--- config.mk ---
export PLATFORM = sky130hd
export DESIGN_NAME = fetch_decode_flat
export DESIGN_NICKNAME = d
export VERILOG_FILES = /design/src/rtl/fetch_decode_pkg.sv /design/src/rtl/fetch_decode_if.sv /design/src/rtl/fetch_decode_instr_decoder.sv /design/src/rtl/fetch_decode.sv /design/src/flat_wrapper.sv
export SDC_FILE = /design/constraint.sdc
export NUM_CORES = 1
export LEC_CHECK = 0
export BUFFER_PORTS_ARGS = -buffer_cell sky130_fd_sc_hd__buf_2
export CORE_MARGIN = 2
export CORE_UTILIZATION = 55
export CTS_BUF_LIST = sky130_fd_sc_hd__clkbuf_4 sky130_fd_sc_hd__clkbuf_8
export CTS_CLUSTER_DIAMETER = 100
export DETAILED_ROUTE_END_ITERATION = 7
export GPL_TIMING_DRIVEN = 0
export PLACE_DENSITY = 0.82
export SLEW_MARGIN = 20
export SYNTH_ARGS = -nofsm -noshare
export SYNTH_HDL_FRONTEND = slang
export SYNTH_SLANG_ARGS = --single-unit
--- constraint.sdc ---
create_clock -name clock -period 2.6 [get_ports clock]
set_clock_uncertainty 0.1 [all_clocks]
set_input_delay 0.26 -clock clock [delete_from_list [all_inputs] [get_ports clock]]
set_output_delay 0.26 -clock clock [all_outputs]
set_load 0.01 [all_outputs]
--- src/rtl/fetch_decode_pkg.sv ---
// Shared definitions for the fetch/decode front end: RV32I opcodes, fetch FSM states
// and the instruction buffer entry type.
package fd_pkg;

  localparam logic [6:0] OP_LUI      = 7'b0110111;
  localparam logic [6:0] OP_AUIPC    = 7'b0010111;
  localparam logic [6:0] OP_JAL      = 7'b1101111;
  localparam logic [6:0] OP_JALR     = 7'b1100111;
  localparam logic [6:0] OP_BRANCH   = 7'b1100011;
  localparam logic [6:0] OP_LOAD     = 7'b0000011;
  localparam logic [6:0] OP_STORE    = 7'b0100011;
  localparam logic [6:0] OP_IMM      = 7'b0010011;
  localparam logic [6:0] OP_OP       = 7'b0110011;
  localparam logic [6:0] OP_MISC_MEM = 7'b0001111;
  localparam logic [6:0] OP_SYSTEM   = 7'b1110011;

  typedef enum logic [1:0] {
    StIdle,
    StReq,
    StWait
  } fetch_state_e;

  typedef struct packed {
    logic [31:0] pc;
    logic [31:0] instr;
  } fetch_entry_t;

  function automatic logic is_rv32i_opcode(input logic [6:0] opc);
    case (opc)
      OP_LUI, OP_AUIPC, OP_JAL, OP_JALR, OP_BRANCH, OP_LOAD, OP_STORE, OP_IMM, OP_OP,
      OP_MISC_MEM, OP_SYSTEM: is_rv32i_opcode = 1'b1;
      default:                is_rv32i_opcode = 1'b0;
    endcase
  endfunction

endpackage

--- src/rtl/fetch_decode_if.sv ---
// Bus bundle between fetch_decode, instruction memory and the datapath.
// Optional ILLEGAL_TRAP_EN adds the illegal-instruction flag.
interface fetch_decode_if;
  logic        imem_req;
  logic [31:0] imem_addr;
  logic        imem_gnt;
  logic        imem_rvalid;
  logic [31:0] imem_rdata;
  logic        redirect_valid;
  logic [31:0] redirect_pc;
  logic        dec_valid;
  logic        dec_ready;
  logic [31:0] dec_pc;
  logic [4:0]  rd;
  logic [4:0]  rs1;
  logic [4:0]  rs2;
  logic [6:0]  opcode;
  logic [2:0]  func3;
  logic [6:0]  func7;
  logic [31:0] imm;
  logic        reg_write;
  logic [3:0]  mem_write_enable;
  logic        store_enable;
`ifdef ILLEGAL_TRAP_EN
  logic        illegal;
`endif

  modport master (
    output imem_req, imem_addr,
    input  imem_gnt, imem_rvalid, imem_rdata,
    input  redirect_valid, redirect_pc,
    output dec_valid, dec_pc, rd, rs1, rs2, opcode, func3, func7, imm,
    output reg_write, mem_write_enable, store_enable,
`ifdef ILLEGAL_TRAP_EN
    output illegal,
`endif
    input  dec_ready
  );

  modport slave (
    input  imem_req, imem_addr,
    output imem_gnt, imem_rvalid, imem_rdata,
    output redirect_valid, redirect_pc,
    input  dec_valid, dec_pc, rd, rs1, rs2, opcode, func3, func7, imm,
    input  reg_write, mem_write_enable, store_enable,
`ifdef ILLEGAL_TRAP_EN
    input  illegal,
`endif
    output dec_ready
  );
endinterface

--- src/rtl/fetch_decode_instr_decoder.sv ---
// Combinational RV32I field/immediate/store-control decoder.
// With ILLEGAL_TRAP_EN defined it also flags illegal instructions and suppresses side effects.
module instr_decoder
  import fd_pkg::*;
(
  input  logic [31:0] instr_i,
  output logic [4:0]  rd_o,
  output logic [4:0]  rs1_o,
  output logic [4:0]  rs2_o,
  output logic [6:0]  opcode_o,
  output logic [2:0]  func3_o,
  output logic [6:0]  func7_o,
  output logic [31:0] imm_o,
  output logic        reg_write_o,
  output logic [3:0]  mem_write_enable_o,
`ifdef ILLEGAL_TRAP_EN
  output logic        illegal_o,
`endif
  output logic        store_enable_o
);

  logic [6:0] opc;
  logic       writes_rd;
  logic       is_store;
  logic [3:0] store_mask;

  assign opc      = instr_i[6:0];
  assign rd_o     = instr_i[11:7];
  assign rs1_o    = instr_i[19:15];
  assign rs2_o    = instr_i[24:20];
  assign opcode_o = opc;
  assign func3_o  = instr_i[14:12];
  assign func7_o  = instr_i[31:25];
  assign is_store = (opc == OP_STORE);

  always_comb begin
    imm_o = '0;
    case (opc)
      OP_IMM, OP_LOAD, OP_JALR: imm_o = {{20{instr_i[31]}}, instr_i[31:20]};
      OP_STORE:  imm_o = {{20{instr_i[31]}}, instr_i[31:25], instr_i[11:7]};
      OP_BRANCH: imm_o = {{20{instr_i[31]}}, instr_i[7], instr_i[30:25], instr_i[11:8], 1'b0};
      OP_LUI, OP_AUIPC: imm_o = {instr_i[31:12], 12'h000};
      OP_JAL: imm_o = {{12{instr_i[31]}}, instr_i[19:12], instr_i[20], instr_i[30:21], 1'b0};
      default: imm_o = '0;
    endcase
  end

  always_comb begin
    writes_rd = 1'b0;
    case (opc)
      OP_OP, OP_IMM, OP_LOAD, OP_LUI, OP_AUIPC, OP_JAL, OP_JALR: writes_rd = 1'b1;
      default: writes_rd = 1'b0;
    endcase
  end

  always_comb begin
    store_mask = 4'b0000;
    if (is_store) begin
      case (instr_i[14:12])
        3'b000:  store_mask = 4'b0001;
        3'b001:  store_mask = 4'b0011;
        3'b010:  store_mask = 4'b1111;
        default: store_mask = 4'b0000;
      endcase
    end
  end

`ifdef ILLEGAL_TRAP_EN
  always_comb begin
    illegal_o = !is_rv32i_opcode(opc) ||
                ((opc == OP_OP) && (instr_i[31:25] != 7'b0000000) &&
                 (instr_i[31:25] != 7'b0100000));
  end

  assign reg_write_o        = writes_rd && (instr_i[11:7] != 5'd0) && !illegal_o;
  assign store_enable_o     = is_store && !illegal_o;
  assign mem_write_enable_o = illegal_o ? 4'b0000 : store_mask;
`else
  assign reg_write_o        = writes_rd && (instr_i[11:7] != 5'd0);
  assign store_enable_o     = is_store;
  assign mem_write_enable_o = store_mask;
`endif

endmodule

--- src/rtl/fetch_decode.sv ---
// Front end: PC, single-outstanding instruction fetch, DEPTH-entry buffer, head decode.
// Define ILLEGAL_TRAP_EN to add the illegal-instruction output.
module fetch_decode
  import fd_pkg::*;
#(
  parameter logic [31:0] RESET_PC = 32'h0000_0000,
  parameter int unsigned DEPTH    = 2
) (
  input logic            clock,
  input logic            reset,
  fetch_decode_if.master bus
);

  localparam int unsigned IdxW = $clog2(DEPTH);
  localparam int unsigned PtrW = IdxW + 1;
  localparam logic [PtrW-1:0] PtrOne = PtrW'(1);
  localparam logic [PtrW-1:0] DepthP = PtrW'(DEPTH);

  fetch_state_e  state_q, state_d;
  logic [31:0]   pc_q, pc_d;
  logic          req_q, req_d;
  logic          discard_q, discard_d;
  logic [PtrW-1:0] wptr_q, wptr_d, rptr_q, rptr_d;
  fetch_entry_t  mem_q [DEPTH];
  fetch_entry_t  mem_d [DEPTH];

  logic [PtrW-1:0] count;
  logic [PtrW-1:0] count_after;
  logic          empty, full, pop, push;
  fetch_entry_t  head;
  logic [31:0]   dec_instr;

  assign count = wptr_q - rptr_q;
  assign empty = (wptr_q == rptr_q);
  assign full  = (wptr_q[PtrW-1] != rptr_q[PtrW-1]) &&
                 (wptr_q[PtrW-2:0] == rptr_q[PtrW-2:0]);
  assign pop   = !empty && bus.dec_ready;
  // Occupancy once the response in WAIT is pushed, net of any same-cycle pop.
  assign count_after = count + PtrOne - (pop ? PtrOne : '0);

  always_comb begin
    state_d   = state_q;
    pc_d      = pc_q;
    discard_d = discard_q;
    wptr_d    = wptr_q;
    rptr_d    = rptr_q;
    mem_d     = mem_q;
    push      = 1'b0;

    if (pop) rptr_d = rptr_q + PtrOne;

    case (state_q)
      StIdle: if (!full) state_d = StReq;
      StReq: begin
        if (bus.imem_gnt) begin
          pc_d    = pc_q + 32'd4;
          state_d = StWait;
        end
      end
      StWait: begin
        if (bus.imem_rvalid) begin
          if (discard_q) begin
            discard_d = 1'b0;
            state_d   = StReq;
          end else begin
            push    = 1'b1;
            state_d = (count_after < DepthP) ? StReq : StIdle;
          end
        end
      end
      default: state_d = StIdle;
    endcase

    // Redirect overrides everything above: flush, retarget, and poison any in-flight fetch.
    if (bus.redirect_valid) begin
      push   = 1'b0;
      rptr_d = wptr_q;
      pc_d   = {bus.redirect_pc[31:2], 2'b00};
      case (state_q)
        StWait: begin
          if (bus.imem_rvalid) begin
            discard_d = 1'b0;
            state_d   = StReq;
          end else begin
            discard_d = 1'b1;
            state_d   = StWait;
          end
        end
        StReq: begin
          if (bus.imem_gnt) begin
            discard_d = 1'b1;
            state_d   = StWait;
          end else begin
            state_d = StReq;
          end
        end
        default: state_d = StReq;
      endcase
    end

    if (push) begin
      mem_d[wptr_q[IdxW-1:0]] = '{pc: pc_q - 32'd4, instr: bus.imem_rdata};
      wptr_d = wptr_q + PtrOne;
    end

    req_d = (state_d == StReq);
  end

  always_ff @(posedge clock) begin
    if (!reset) begin
      state_q   <= StIdle;
      pc_q      <= RESET_PC;
      req_q     <= 1'b0;
      discard_q <= 1'b0;
      wptr_q    <= '0;
      rptr_q    <= '0;
      mem_q     <= '{default: '0};
    end else begin
      state_q   <= state_d;
      pc_q      <= pc_d;
      req_q     <= req_d;
      discard_q <= discard_d;
      wptr_q    <= wptr_d;
      rptr_q    <= rptr_d;
      mem_q     <= mem_d;
    end
  end

  assign bus.imem_req  = req_q;
  assign bus.imem_addr = pc_q;

  assign head          = mem_q[rptr_q[IdxW-1:0]];
  // Feeding zero when empty keeps every decoded field at zero without per-field gating.
  assign dec_instr     = empty ? 32'h0 : head.instr;
  assign bus.dec_valid = !empty;
  assign bus.dec_pc    = empty ? 32'h0 : head.pc;

`ifdef ILLEGAL_TRAP_EN
  logic illegal_raw;
  assign bus.illegal = illegal_raw && !empty;
`endif

  instr_decoder u_instr_decoder (
    .instr_i            (dec_instr),
    .rd_o               (bus.rd),
    .rs1_o              (bus.rs1),
    .rs2_o              (bus.rs2),
    .opcode_o           (bus.opcode),
    .func3_o            (bus.func3),
    .func7_o            (bus.func7),
    .imm_o              (bus.imm),
    .reg_write_o        (bus.reg_write),
    .mem_write_enable_o (bus.mem_write_enable),
`ifdef ILLEGAL_TRAP_EN
    .illegal_o          (illegal_raw),
`endif
    .store_enable_o     (bus.store_enable)
  );

endmodule
--- src/flat_wrapper.sv ---
// flat-port wrapper written by rule: the top's interface ports become plain ports
module fetch_decode_flat import fd_pkg::*;
#(
  parameter logic [31:0] RESET_PC = 32'h0000_0000,
  parameter int unsigned DEPTH    = 2
)
  (clock, reset, bus_imem_req, bus_imem_addr, bus_imem_gnt, bus_imem_rvalid, bus_imem_rdata, bus_redirect_valid, bus_redirect_pc, bus_dec_valid, bus_dec_pc, bus_rd, bus_rs1, bus_rs2, bus_opcode, bus_func3, bus_func7, bus_imm, bus_reg_write, bus_mem_write_enable, bus_store_enable, bus_dec_ready);
  fetch_decode_if bus_i ();
  input logic clock;
  input logic reset;
  output wire logic [$bits(bus_i.imem_req)-1:0] bus_imem_req;
  output wire logic [$bits(bus_i.imem_addr)-1:0] bus_imem_addr;
  input wire logic [$bits(bus_i.imem_gnt)-1:0] bus_imem_gnt;
  input wire logic [$bits(bus_i.imem_rvalid)-1:0] bus_imem_rvalid;
  input wire logic [$bits(bus_i.imem_rdata)-1:0] bus_imem_rdata;
  input wire logic [$bits(bus_i.redirect_valid)-1:0] bus_redirect_valid;
  input wire logic [$bits(bus_i.redirect_pc)-1:0] bus_redirect_pc;
  output wire logic [$bits(bus_i.dec_valid)-1:0] bus_dec_valid;
  output wire logic [$bits(bus_i.dec_pc)-1:0] bus_dec_pc;
  output wire logic [$bits(bus_i.rd)-1:0] bus_rd;
  output wire logic [$bits(bus_i.rs1)-1:0] bus_rs1;
  output wire logic [$bits(bus_i.rs2)-1:0] bus_rs2;
  output wire logic [$bits(bus_i.opcode)-1:0] bus_opcode;
  output wire logic [$bits(bus_i.func3)-1:0] bus_func3;
  output wire logic [$bits(bus_i.func7)-1:0] bus_func7;
  output wire logic [$bits(bus_i.imm)-1:0] bus_imm;
  output wire logic [$bits(bus_i.reg_write)-1:0] bus_reg_write;
  output wire logic [$bits(bus_i.mem_write_enable)-1:0] bus_mem_write_enable;
  output wire logic [$bits(bus_i.store_enable)-1:0] bus_store_enable;
  input wire logic [$bits(bus_i.dec_ready)-1:0] bus_dec_ready;
  assign bus_imem_req = bus_i.imem_req;
  assign bus_imem_addr = bus_i.imem_addr;
  assign bus_i.imem_gnt = bus_imem_gnt;
  assign bus_i.imem_rvalid = bus_imem_rvalid;
  assign bus_i.imem_rdata = bus_imem_rdata;
  assign bus_i.redirect_valid = bus_redirect_valid;
  assign bus_i.redirect_pc = bus_redirect_pc;
  assign bus_dec_valid = bus_i.dec_valid;
  assign bus_dec_pc = bus_i.dec_pc;
  assign bus_rd = bus_i.rd;
  assign bus_rs1 = bus_i.rs1;
  assign bus_rs2 = bus_i.rs2;
  assign bus_opcode = bus_i.opcode;
  assign bus_func3 = bus_i.func3;
  assign bus_func7 = bus_i.func7;
  assign bus_imm = bus_i.imm;
  assign bus_reg_write = bus_i.reg_write;
  assign bus_mem_write_enable = bus_i.mem_write_enable;
  assign bus_store_enable = bus_i.store_enable;
  assign bus_i.dec_ready = bus_dec_ready;
  fetch_decode #(.RESET_PC(RESET_PC), .DEPTH(DEPTH)) u_core (.clock(clock), .reset(reset), .bus(bus_i));
endmodule
# Word-level counts from Yosys, hierarchy flattened

Cells that the tools add are included.

Flip-flop bits (word level): 168
Logic and storage cells: 97
Bits of input ports: 70
Output and inout port bits: 136

Bitwise gates (word level): 3
Order comparisons: 4
Mux-type cells: 38
Reduce and logical (&&, ||, !) cells: 17
Equal/unequal tests: 17
$add $sub $neg: 7

Operators by type and width:

| operator                                                             | number |
|---|---|
| 64-bit two-way mux                                                   | 4 |
| 32-bit two-way mux                                                   | 5 |
| 32-bit one-hot mux with 5 select lines                               | 1 |
| 128-bit bitwise mux                                                  | 1 |
| 64-bit demux with 1-bit select                                       | 1 |
| 32-bit by 3-bit adder with 32-bit output, second input constant      | 1 |
| 32-bit by 3-bit subtractor with 32-bit output, second input constant | 1 |
| 7-bit by 6-bit == test with 1-bit output, second input constant      | 3 |
| 7-bit == test, second input constant                                 | 3 |
| 2-bit two-way mux                                                    | 9 |
| 7-bit by 5-bit == test with 1-bit output, second input constant      | 2 |
| 1-bit two-way mux                                                    | 12 |
| 4-bit one-hot mux with 3 select lines                                | 1 |
| 7-bit by 2-bit == test with 1-bit output, second input constant      | 1 |
| 7-bit OR reduction                                                   | 1 |
| 2-bit by 1-bit adder with 2-bit output, second input constant        | 3 |
| 2-bit one-hot mux with 3 select lines                                | 1 |
| 2-bit nonzero test                                                   | 3 |
| 5-bit nonzero test                                                   | 1 |
| 2-bit by 1-bit == test with 1-bit output, second input constant      | 2 |
| 2-bit greater-or-equal comparator, second input constant             | 2 |
| 1-bit logical AND                                                    | 4 |
| 4-bit two-way mux                                                    | 1 |
| 1-bit NOT with 2-bit output                                          | 2 |
| other kinds (18)                                                     | 21 |

# Logic depth before layout (Yosys ltp)

Depth in word-level cells: 12
Depth in mapped cells: 11
Mapped depth without buffers: 10

# Hierarchy

Synthesis repeated with hierarchy kept, for this count alone.

Cells, all modules: 1187
Area, all modules: 9180.1 µm²

By module, submodules not included:

| module        | cells each | times used | area an instance (µm²) | seq. area each (µm²) |
|---|---|---|---|---|
| fetch_decode  | 1060       | 1          | 8308.0                 | 3243.1 |
| instr_decoder | 127        | 1          | 872.1                  | 0.0 |

# Least setup slack after synthesis

Ideal clock, no wire load.

Path type: register to output
Start point: reg u_core.rptr_q[0]
End point: out bus_mem_write_enable[1]
Setup slack: 50 ps
Required time: 2240 ps
Data arrival time: 2190 ps
Buffers on the path: 5
Cell stages (with the launch flop): 8
Cells stage by stage: dfxtp_1 > buf_2 > buf_2 > buf_2 > buf_2 > buf_2 > nor2_1 > a2111oi_0

Cells in the longest elaborated chain, start to end: 8
Elaborated cells between the ends (all ways): 12
Classes of those cells: eq/ne: 4; mux: 6; bitwise: 1; reduce/logical: 1

RTL lines:

| item                                                                   | RTL line                         | source |
|---|---|---|
| start: declaration                                                     | fetch_decode.sv:23               | `logic [PtrW-1:0] wptr_q, wptr_d, rptr_q, rptr_d;` |
| start signal: assignment                                               | fetch_decode.sv:124              | `rptr_q <= rptr_d;` |
| 1-bit NOT with 2-bit output (not written as such)                      | fetch_decode.sv:132              | `assign head = mem_q[rptr_q[IdxW-1:0]];` |
| 64-bit two-way mux (not written as such) (3 in series)                 | fetch_decode.sv:132              |  |
| 32-bit two-way mux (*)                                                 | fetch_decode.sv:134              | `assign dec_instr = empty ? 32'h0 : head.instr;` |
| 3-bit by 2-bit == test with 1-bit output, or another cell as far along | fetch_decode_instr_decoder.sv:59 | `case (instr_i[14:12])` |
| 4-bit one-hot mux with 3 select lines                                  | fetch_decode_instr_decoder.sv:59 |  |
| 4-bit two-way mux (*)                                                  | fetch_decode_instr_decoder.sv:58 | `if (is_store) begin` |
| end: declaration                                                       | flat_wrapper.sv:28               | `output wire logic [$bits(bus_i.mem_write_enable)-1:0] bus_mem_write_enable;` |

Every way passes the cells marked *; elsewhere a longest branch is shown, timed or not. The select of a mux whose other input is x is not followed.

# Worst setup path after layout

Start point: reg u_core.rptr_q[0]
End point: out bus_imm[4]

Cells in the longest elaborated chain, start to end: 8
Elaborated cells between the ends (all ways): 17
Classes of those cells: eq/ne: 9; mux: 5; bitwise: 1; reduce/logical: 2

RTL lines:

| item                                                                   | RTL line                         | source |
|---|---|---|
| 1-bit NOT with 2-bit output (not written as such)                      | fetch_decode.sv:132              |  |
| 64-bit two-way mux (not written as such) (3 in series)                 | fetch_decode.sv:132              |  |
| 32-bit two-way mux (*)                                                 | fetch_decode.sv:134              |  |
| 7-bit by 5-bit == test with 1-bit output, or another cell as far along | fetch_decode_instr_decoder.sv:38 | `case (opc)` |
| 3-bit OR reduction / 2-bit OR reduction (equally long branches)        | fetch_decode_instr_decoder.sv:38 |  |
| 32-bit one-hot mux with 5 select lines (*)                             | fetch_decode_instr_decoder.sv:38 |  |
| end: declaration                                                       | flat_wrapper.sv:26               | `output wire logic [$bits(bus_i.imm)-1:0] bus_imm;` |

Marks and branches as above.

==> results.cfg <==
[outcome]
outcome = complete, but fails checks
violations = setup timing

[yosys]
syn_inst = 1072
yosysTopAreaCell = dfxtp_1
ys_top_cells_by_area = dfxtp_1 (39%), a21oi_1 (7.9%), mux2i_1 (7.4%)
avgSynthCellArea_um2 = 7.81
synthArstFlopShare = 0
synth-edff-count = 0
yosysUniqueCellTypes = 58
ys_warn_count = 0
ys_seq_area_frac = 0.387
synth-main-ff-cell = dfxtp_1
ys_seq_elements = 162
syn-cell-area_mm2 = 0.00838
yosysTopAreaCellShare = 0.387

[finish]
fin_nets = 1463
final_util = 0.787
drive_gt1_frac = 0.292
num-fill-cells = 959
area_delta_synth_final_pct = 41.3
final_cells = 1588

[worst_setup_path]
ff2ff_path_depth = 9
critPathBufInv = 4
r2r-end = u_core.mem_q[67]
crit_family = compound AO/OA/AOI/OAI gates
path_cells = buf_12 > buf_12 > mux2i_4 > o211ai_1 > buf_4 > o22a_4 > o21ai_2 > buf_2
cp_slowest_stage_delay_ns = 0.37
r2r-start = u_core.state_q[0]
end_kind = output port
cpMaxStageDelayCell = dfxtp_4
worstSetupPathType = reg2out
arrival_ns = 2.73
reg2reg_setup_slack_ns = -0.02
cpMostUsedCell = buf_12
cp.required_ns = 2.24
startpoint = u_core.rptr_q[0]
crit_path_start_kind = flip-flop
worst-path-max-fanout = 8

[placed_design]
pre_cts_slack_ns = -0.495
place_inst = 1462
io_buffers = 198
dp_hpwl_mm = 19.4
place_congestion = 0.959

[die]
ios = 206
die_w_um = 127
fp.coreArea_mm2 = 0.0150
rows = 45
start_util = 0.557
die_h_um = 127
die-area_mm2 = 0.0162

[sta]
hold_viol = 0
slew_violations = 0
relSlewSlack = 0.275
whs_ns = 0.161
grt_setup_unrepaired = true
tightest_slew_ns = 1.07
period_needed_ns = 3.09
clock.fmax_mhz = 324
final.period_utilization = 1.19
setup_viol_count_final = 80
fin_ws_ns = -0.490

[clock_network]
numCtsBuffers = 17
worstSkewPairLatency_ns = 0.48
cts_tree = built
cts.htree.levels = 4
path_clk_slew_ns = 0.08
cts_sinks = 162
clock-root-buffer = clkbuf_8
clk_path_buf_depth = 2

[grt]
grt_usage = 0.369
overflow = 0
first_global_vias = 9165
grt_start_max_net_pins = 17
antenna_found_initial = 3
grt_pass1_wl_mm = 47.2

[routing]
routedWlPerCell_um = 22.1
wirelength_mm = 35.2
drt_iter0_markers = 1485
via_per_inst = 6.38
first_pass_iters = 7
drc_errors = 0
via_count = 10137
ant_nets = 0

[pwr]
pwr-share-comb = 0.168
leakagePower_nw = 4.48
sequentialPowerShare = 0.480
power_density_mw_per_mm2 = 455
switchingPower_w = 0.00156
ir_drop_uv = 356
clkPwrFrac = 0.352
p_int_w = 0.00382
switching_share = 0.290

[worst_hold_path]
min_path_type = in2reg
holdPathStages = 4
holdCritStartpoint = bus_dec_ready
hold_end = u_core.rptr_q[1]

[job]
max-cap-violations = 0
-- Yosys cell counts (5+ instances only) --
cell type and n:
o21ai_0 81, buf_1 5, dfxtp_1 162, inv_1 10, nand3_1 14, and3_1 5, a211oi_1 32, o31ai_1 6
mux2i_1 62, and2_1 5, buf_2 14, nor3_2 7, nand4_1 15, nor3_1 13, xnor2_1 44, nor2_1 118
nor4_1 14, ha_1 7, xor2_1 23, buf_4 5, nand4b_1 6, a21oi_1 133, clkbuf_1 72, or3_1 5
nand2_1 153, nand2b_1 6
-- state kept, by name, summed over array words and instances, names as in the netlist --
register	flops
u_core.bus.imem_addr	30
u_core.bus.imem_req	1
u_core.discard_q	1
u_core.mem_q	124
u_core.rptr_q	2
u_core.state_q	2
u_core.wptr_q	2
-- power groups by stage --
stage                     logic (W)  registers (W)  clock network (W)
after floorplan            0.000414        0.00264                  0
after global placement     0.000653        0.00263                  0
after detailed placement   0.000665        0.00263                  0
after CTS                  0.000829        0.00257            0.00187
after global routing       0.000947        0.00259            0.00198
final                      0.000905        0.00258            0.00190
-- layer usage --
metal  vias up  share of wire  track usage
met3       320           0.12       0.0867
met1      4626           0.35        0.425
li1       4332              -            -
met2       857           0.45        0.632
met4         2          0.078        0.204
met5         -        0.00091            0
-- area by class of cell --
cell class | instances | area, µm² | area share
repair buffers | 299 | 2030 | 0.172
inverters | 13 | 48.8 | 0.00412
multi-input cells | 801 | 5310 | 0.449
plain buffers | 92 | 538 | 0.0455
well taps | 188 | 235 | 0.0199
clock buffers | 20 | 269 | 0.0227
clock inverters | 12 | 134 | 0.0113
diodes | 1 | 2.50 | 0.000211
flip-flops and latches | 162 | 3260 | 0.275
-- cell families after synthesis --
group | count (synthesis) | share of synthesized area
mux | 65 | 0.0781
simple gates | 384 | 0.215
other cells | 1 | 0.000448
flops | 162 | 0.387
fa+ha+maj | 7 | 0.0105
compound gates | 274 | 0.182
buf+inv | 112 | 0.0572
xor+xnor | 67 | 0.0701
-- worst min-delay path, stage by stage --
cell	delay [ns]
buf_2	0.12
nand3_1	0.10
xor2_1	0.08
a21oi_1	0.14
-- worst max-delay path by stage --
| stage | endpoint | slack (ns) | cells after the start |
|---|---|---|---|
| 3_5_place_dp | bus_dec_pc[30] | -0.49 | 8 |
| 2_1_floorplan | bus_mem_write_enable[1] | 0.05 | 7 |
| 5_1_grt | bus_imm[4] | -0.58 | 8 |
| 4_1_cts | bus_imm[29] | -0.12 | 9 |
| 6_report | bus_imm[4] | -0.49 | 8 |
| 3_3_place_gp | u_core.mem_q[98] | -0.48 | 6 |
-- cells in the final DEF (no fill, tap or decap), types with 9 or more instances in the layout --
cell	instances
buf_6	9
inv_1	10
o21ai_0	63
nor3_2	9
xor2_1	20
dlygate4sd3_1	62
clkbuf_8	20
mux2i_1	41
nor2_1	114
buf_2	204
clkbuf_1	60
mux2i_4	14
a211oi_1	31
xnor2_1	42
o21ai_2	14
buf_4	34
nor3_1	9
nand2_1	150
a21oi_1	130
dfxtp_1	154
nand4_1	15
nand3_1	13
-- metrics by stage --
step / instance area (µm²) / power, W / TNS, ns
2_1_floorplan: 8390 / 0.00305 / 0
3_3_place_gp: 9610 / 0.00328 / -38.05
3_5_place_dp: 9630 / 0.00330 / -19.48
4_1_cts: 11500 / 0.00528 / -1.86
5_1_grt: 11800 / 0.00552 / -23.84
6_report: 11800 / 0.00539 / -17.27
-- timing repair --
| item | CTS | global route |
|---|---|---|
| setup endpoints to repair | 113 | 170 |
| endpoints found under the hold margin | 94 | 0 |
| gates resized for setup | 148 | 69 |
| buffers inserted | 19 | 15 |
| pin swaps | 17 | 22 |
| cloned | 3 | 2 |
| hold buffers | 62 | 0 |
Power figures use the tool's default switching activity.
